===== src/rtl/jlsemi_util_reset_sequencer.sv =====
// Staged reset-release sequencer with four-phase soft-reset replay.
// Optional scan bypass of stage resets: JLSEMI_RST_SEQ_SCAN_BYPASS_EN.
module jlsemi_util_reset_sequencer #(
  parameter int NUM_STAGES = 4,
  parameter int GAP_W      = 8
) (
  input  logic                  clk_i,
  input  logic                  rst_i,
  input  logic                  soft_rst_req_i,
  input  logic [GAP_W-1:0]      gap_cfg_i,
`ifdef JLSEMI_RST_SEQ_SCAN_BYPASS_EN
  input  logic                  dft_rstseq_scan_rst_ctrl,
  input  logic                  dft_rstseq_scan_rst,
`endif
  output logic [NUM_STAGES-1:0] stage_rst_o,
  output logic                  seq_done_o,
  output logic                  soft_rst_ack_o
);

  localparam int IDX_W = 4;

  typedef enum logic [1:0] {
    ST_SEQ  = 2'd0,
    ST_RUN  = 2'd1,
    ST_SOFT = 2'd2
  } state_e;

  state_e                  state_q, state_d;
  logic [GAP_W-1:0]        cnt_q, cnt_d;
  logic [IDX_W-1:0]        idx_q, idx_d;
  logic [NUM_STAGES-1:0]   stage_q, stage_d;
  logic                    done_q, done_d;
  logic                    ack_q, ack_d;
  logic [GAP_W-1:0]        gap_eff;
  logic [GAP_W-1:0]        gap_m1;

  // A zero gap behaves like a one-cycle gap.
  always_comb begin
    gap_eff = (gap_cfg_i == '0) ? GAP_W'(1) : gap_cfg_i;
    gap_m1  = gap_eff - GAP_W'(1);
  end

  // Next-state: interval counting, staged release, soft-reset entry/exit.
  always_comb begin
    state_d = state_q;
    cnt_d   = cnt_q;
    idx_d   = idx_q;
    stage_d = stage_q;
    done_d  = done_q;
    ack_d   = ack_q;
    case (state_q)
      ST_SEQ, ST_RUN: begin
        if (soft_rst_req_i) begin
          state_d = ST_SOFT;
          stage_d = '1;
          done_d  = 1'b0;
          ack_d   = 1'b1;
          cnt_d   = '0;
          idx_d   = '0;
        end else if (state_q == ST_SEQ) begin
          if (cnt_q == gap_m1) begin
            cnt_d = '0;
            idx_d = idx_q + IDX_W'(1);
            for (int k = 0; k < NUM_STAGES; k++) begin
              if (idx_q == IDX_W'(k + 1)) stage_d[k] = 1'b0;
            end
            if (idx_q == IDX_W'(NUM_STAGES)) begin
              done_d  = 1'b1;
              state_d = ST_RUN;
            end
          end else begin
            cnt_d = cnt_q + GAP_W'(1);
          end
        end
      end
      ST_SOFT: begin
        stage_d = '1;
        if (!soft_rst_req_i) begin
          ack_d   = 1'b0;
          state_d = ST_SEQ;
          cnt_d   = '0;
          idx_d   = '0;
        end
      end
      default: begin
        state_d = ST_SEQ;
        cnt_d   = '0;
        idx_d   = '0;
        stage_d = '1;
        done_d  = 1'b0;
        ack_d   = 1'b0;
      end
    endcase
  end

  // State and registered outputs; reset holds every stage asserted.
  always_ff @(posedge clk_i or posedge rst_i) begin
    if (rst_i) begin
      state_q <= ST_SEQ;
      cnt_q   <= '0;
      idx_q   <= '0;
      stage_q <= '1;
      done_q  <= 1'b0;
      ack_q   <= 1'b0;
    end else begin
      state_q <= state_d;
      cnt_q   <= cnt_d;
      idx_q   <= idx_d;
      stage_q <= stage_d;
      done_q  <= done_d;
      ack_q   <= ack_d;
    end
  end

`ifdef JLSEMI_RST_SEQ_SCAN_BYPASS_EN
  // Scan mode overrides every stage reset after the registers.
  always_comb begin
    stage_rst_o = dft_rstseq_scan_rst_ctrl ?
                  {NUM_STAGES{dft_rstseq_scan_rst}} : stage_q;
  end
`else
  // Stage resets come straight from their registers.
  always_comb begin
    stage_rst_o = stage_q;
  end
`endif

  assign seq_done_o     = done_q;
  assign soft_rst_ack_o = ack_q;

endmodule


===== config.mk =====
export PLATFORM = sky130hd
export DESIGN_NAME = jlsemi_util_reset_sequencer
export DESIGN_NICKNAME = d
export VERILOG_FILES = /design/src/rtl/jlsemi_util_reset_sequencer.sv
export SDC_FILE = /design/constraint.sdc
export NUM_CORES = 1
export LEC_CHECK = 0
export ABC_AREA = 1
export ABC_CLOCK_PERIOD_IN_PS = 1400
export CORE_AREA = 3 3 53 60
export DETAILED_ROUTE_END_ITERATION = 10
export DIE_AREA = 0 0 56 63
export DONT_BUFFER_PORTS = 1
export PLACE_DENSITY = 0.71
export SLEW_MARGIN = 10
export SYNTH_ARGS = -nofsm -noshare
export SYNTH_HDL_FRONTEND = slang
export SYNTH_SLANG_ARGS = --single-unit

===== constraint.sdc =====
create_clock -name clk_i -period 1.4 [get_ports clk_i]
set_input_delay 0.14 -clock clk_i [delete_from_list [all_inputs] [get_ports clk_i]]
set_output_delay 0.14 -clock clk_i [all_outputs]
set_load 0.05 [all_outputs]

==> qor.json <==
{
  "hp-class": "in -> reg",
  "final_hold_viol_count": 0,
  "area_fraction_of_the_dominant_cell_type_after_synthesis_pct": 27.9,
  "setup_total_negative_slack_ns": -1.14,
  "syn_avg_cell_area_um2": 8.16,
  "number_of_cells_on_the_worst_hold_path": 3,
  "unrepaired_setup_endpoints_after_global_routing": "true",
  "final.setup.worst_slack_ns": -0.0958,
  "htreeDepth": 1,
  "coreArea_um2": 2700,
  "post_route_cells_drive_above_1_share_pct": 36.8,
  "clk-insertion-delay-late_ns": 0.30,
  "ys_seq_elements": 20,
  "grt_remaining_overflow": 0,
  "irDropWorstVdd_v": 0.000626,
  "synth.top_cells.by_area": "sky130_fd_sc_hd__dfrtp_1 28%, sky130_fd_sc_hd__nand2_1 11%, sky130_fd_sc_hd__dfstp_2 7.3%",
  "place_area_um2": 1700,
  "postSynth.asyncResetShare_pct": 100,
  "die-area_um2": 3530,
  "cts_tree": "done",
  "drt-total-wl_mm": 3.09,
  "detail_route.first_pass.iterations": 4,
  "crit_path_required_time_ns": 1.60,
  "maxClockFrequency_mhz": 669,
  "die-width_um": 56,
  "synth_cells": 176,
  "worst_slew_margin_rel_pct": 67.4,
  "finalNonFillerCells": 237,
  "netlist_area_um2": 1440,
  "initial_core_util_pct": 53.1,
  "arrival_ns": 1.70,
  "io-pin-count": 17,
  "timing.reg2reg.worst_path_depth": 9,
  "final.min_clock_period_ns": 1.50,
  "routedWlPerCell_um": 13.0,
  "grt_util_all_layers_pct": 18.6,
  "clkSinkCount": 20,
  "antenna_cells_inserted": 0,
  "clock-root-buffer": "sky130_fd_sc_hd__clkbuf_4",
  "setup_violations": 17,
  "maxCapViolCount": 0,
  "synth-edff-count": 0,
  "worst-setup-path-type": "reg -> reg",
  "die-height_um": 63,
  "vias_in_the_first_global_route": 1383,
  "netlist.top_cell.by_area": "sky130_fd_sc_hd__dfrtp_1",
  "route.antenna.remaining_nets": 0,
  "number_of_drc_markers_in_iteration_0": 39,
  "ff2ff_setup_slack_ns": -0.1,
  "dp_hpwl_mm": 2.46,
  "first_pass_grt_wire_length_mm": 5.36,
  "postSynthNetCount": 193,
  "finalInstanceArea_um2": 1800,
  "clk_pin_slew_ns": 0.12,
  "finalCritPeriodShare_pct": 107,
  "buffer_ports.inserted": 0,
  "worst_setup_path_end_kind": "register",
  "drc": 0,
  "finalWeightedCongestion": 0.880,
  "final_layout_net_count": 222,
  "clock_skew_ns": 0.0115,
  "cts_inserted_buffers": 3,
  "floorplan.rows": 20,
  "seq_area_frac_synth_pct": 35.2,
  "placed_cells": 229,
  "violations": "negative setup slack",
  "antenna_violations_before_repair": 0,
  "slew_viol_final": 0,
  "synth_flop_cell": "sky130_fd_sc_hd__dfrtp_1",
  "avgViaCountPerCell": 5.23,
  "area.growth.synth_to_final_pct": 25.4,
  "cts_max_path_buffers": 2,
  "total_leakage_power_nw": 0.897,
  "synth_cell_type_count": 29,
  "num_vias": 1239,
  "start_kind": "register",
  "synth.most_common_cell": "sky130_fd_sc_hd__nand2_1",
  "synth_common_cells": "41 x sky130_fd_sc_hd__nand2_1, 22 x sky130_fd_sc_hd__inv_1, 16 x sky130_fd_sc_hd__dfrtp_1, 15 x sky130_fd_sc_hd__nand3_1, 11 x sky130_fd_sc_hd__nor2_1",
  "tightestPinTransition_ns": 0.489,
  "run_status": "finished with violations",
  "p_per_area_nw_per_um2": 989,
  "grt_start_max_net_pins": 21,
  "path_max_fanout": 8,
  "synth_warnings": 0
}
layout make-up:
cell class | count | area [µm²]
Multi-Input combinational cell | 129 | 906
Fill cell | 216 | 901
Sequential cell | 20 | 505
Timing Repair Buffer | 25 | 193
Inverter | 26 | 130
Tap cell | 33 | 41.3
Clock buffer | 4 | 26.3
per-stage QoR:
step	hold slack [ns]	total power [mW]	setup slack (ns)	util, %
final	0.0569	1.78	-0.0958	66.7
after global routing	0.0666	1.90	-0.246	66.7
after CTS	0.0606	1.77	-0.101	65.6
after detailed placement	0.0783	1.47	-0.348	62.9
after global placement	0.0686	1.44	-0.328	62.9
after floorplan	0.101	1.29	-0.264	-
cell usage in the layout (no fill, tap or decap), drive strengths merged:
master / count
nand4: 7
ha: 6
buf: 23
dfstp: 4
clkbuf: 4
o21ai: 5
nor3: 2
a21oi: 3
o22ai: 1
xor2: 8
inv: 26
or2: 2
xnor2: 7
nand2: 53
nand3b: 1
nor2: 18
dfrtp: 16
nand3: 16
dlygate4sd3: 2
state kept, by name, indices dropped and copies added, names as in the netlist:
signal / flops
stage_rst_o: 4
cnt_q: 8
seq_done_o: 1
soft_rst_ack_o: 1
idx_q: 4
state_q: 2
worst max-delay path, stage by stage (launching register included):
cell and delay [ns]:
sky130_fd_sc_hd__dfrtp_1 0.41, sky130_fd_sc_hd__xor2_1 0.16, sky130_fd_sc_hd__xor2_1 0.19, sky130_fd_sc_hd__nand2_2 0.09, sky130_fd_sc_hd__nor2_4 0.13, sky130_fd_sc_hd__nand2_4 0.09, sky130_fd_sc_hd__nand2_8 0.10, sky130_fd_sc_hd__nand2_8 0.09
sky130_fd_sc_hd__nand2_2 0.07, sky130_fd_sc_hd__o21ai_2 0.05
cells by family after synthesis:
family | Yosys count | share of synthesized area [%]
compound gates | 9 | 5.05
buf+inv | 27 | 7.32
fa+ha+maj | 6 | 5.23
flops | 20 | 35.2
xor+xnor | 15 | 9.15
simple gates | 99 | 38.1
worst paths after layout:
kind	from	to
setup / recovery	cnt_q[6]$_DFFE_PP0P_	idx_q[1]$_DFFE_PP0P_
hold / removal	soft_rst_req_i	idx_q[3]$_DFFE_PP0P_
setup reg to reg	cnt_q[6]$_DFFE_PP0P_	idx_q[1]$_DFFE_PP0P_
hold reg to reg	idx_q[3]$_DFFE_PP0P_	idx_q[3]$_DFFE_PP0P_
max in group asynchronous	rst_i	stage_rst_o[2]$_DFFE_PP1P_
min in group asynchronous	rst_i	state_q[1]$_DFFE_PP0P_
metal layers:
metal	vias to the layer above	GRT usage (%)	wire [µm]
met2	23	36.7	1780
met3	12	2.69	82
met4	0	10.7	94
met1	595	17.6	1130
li1	609	-	-
met5	-	0	0
repair_timing:
action                                  CTS  global route
gates cloned                              0             0
endpoints found under the setup margin   18            18
pin swaps                                 5             3
setup buffers                             1             1
gates resized for setup                   4             5
hold buffers                              2             0
hold endpoints to repair                 18             0
report_power, final:
group          internal (mW)  total (mW)  switching (mW)
combinational          0.266       0.634           0.369
sequential             0.664       0.857           0.194
clock                  0.111       0.291           0.180
total                   1.04        1.78           0.742
Power figures use the tool's default switching activity.
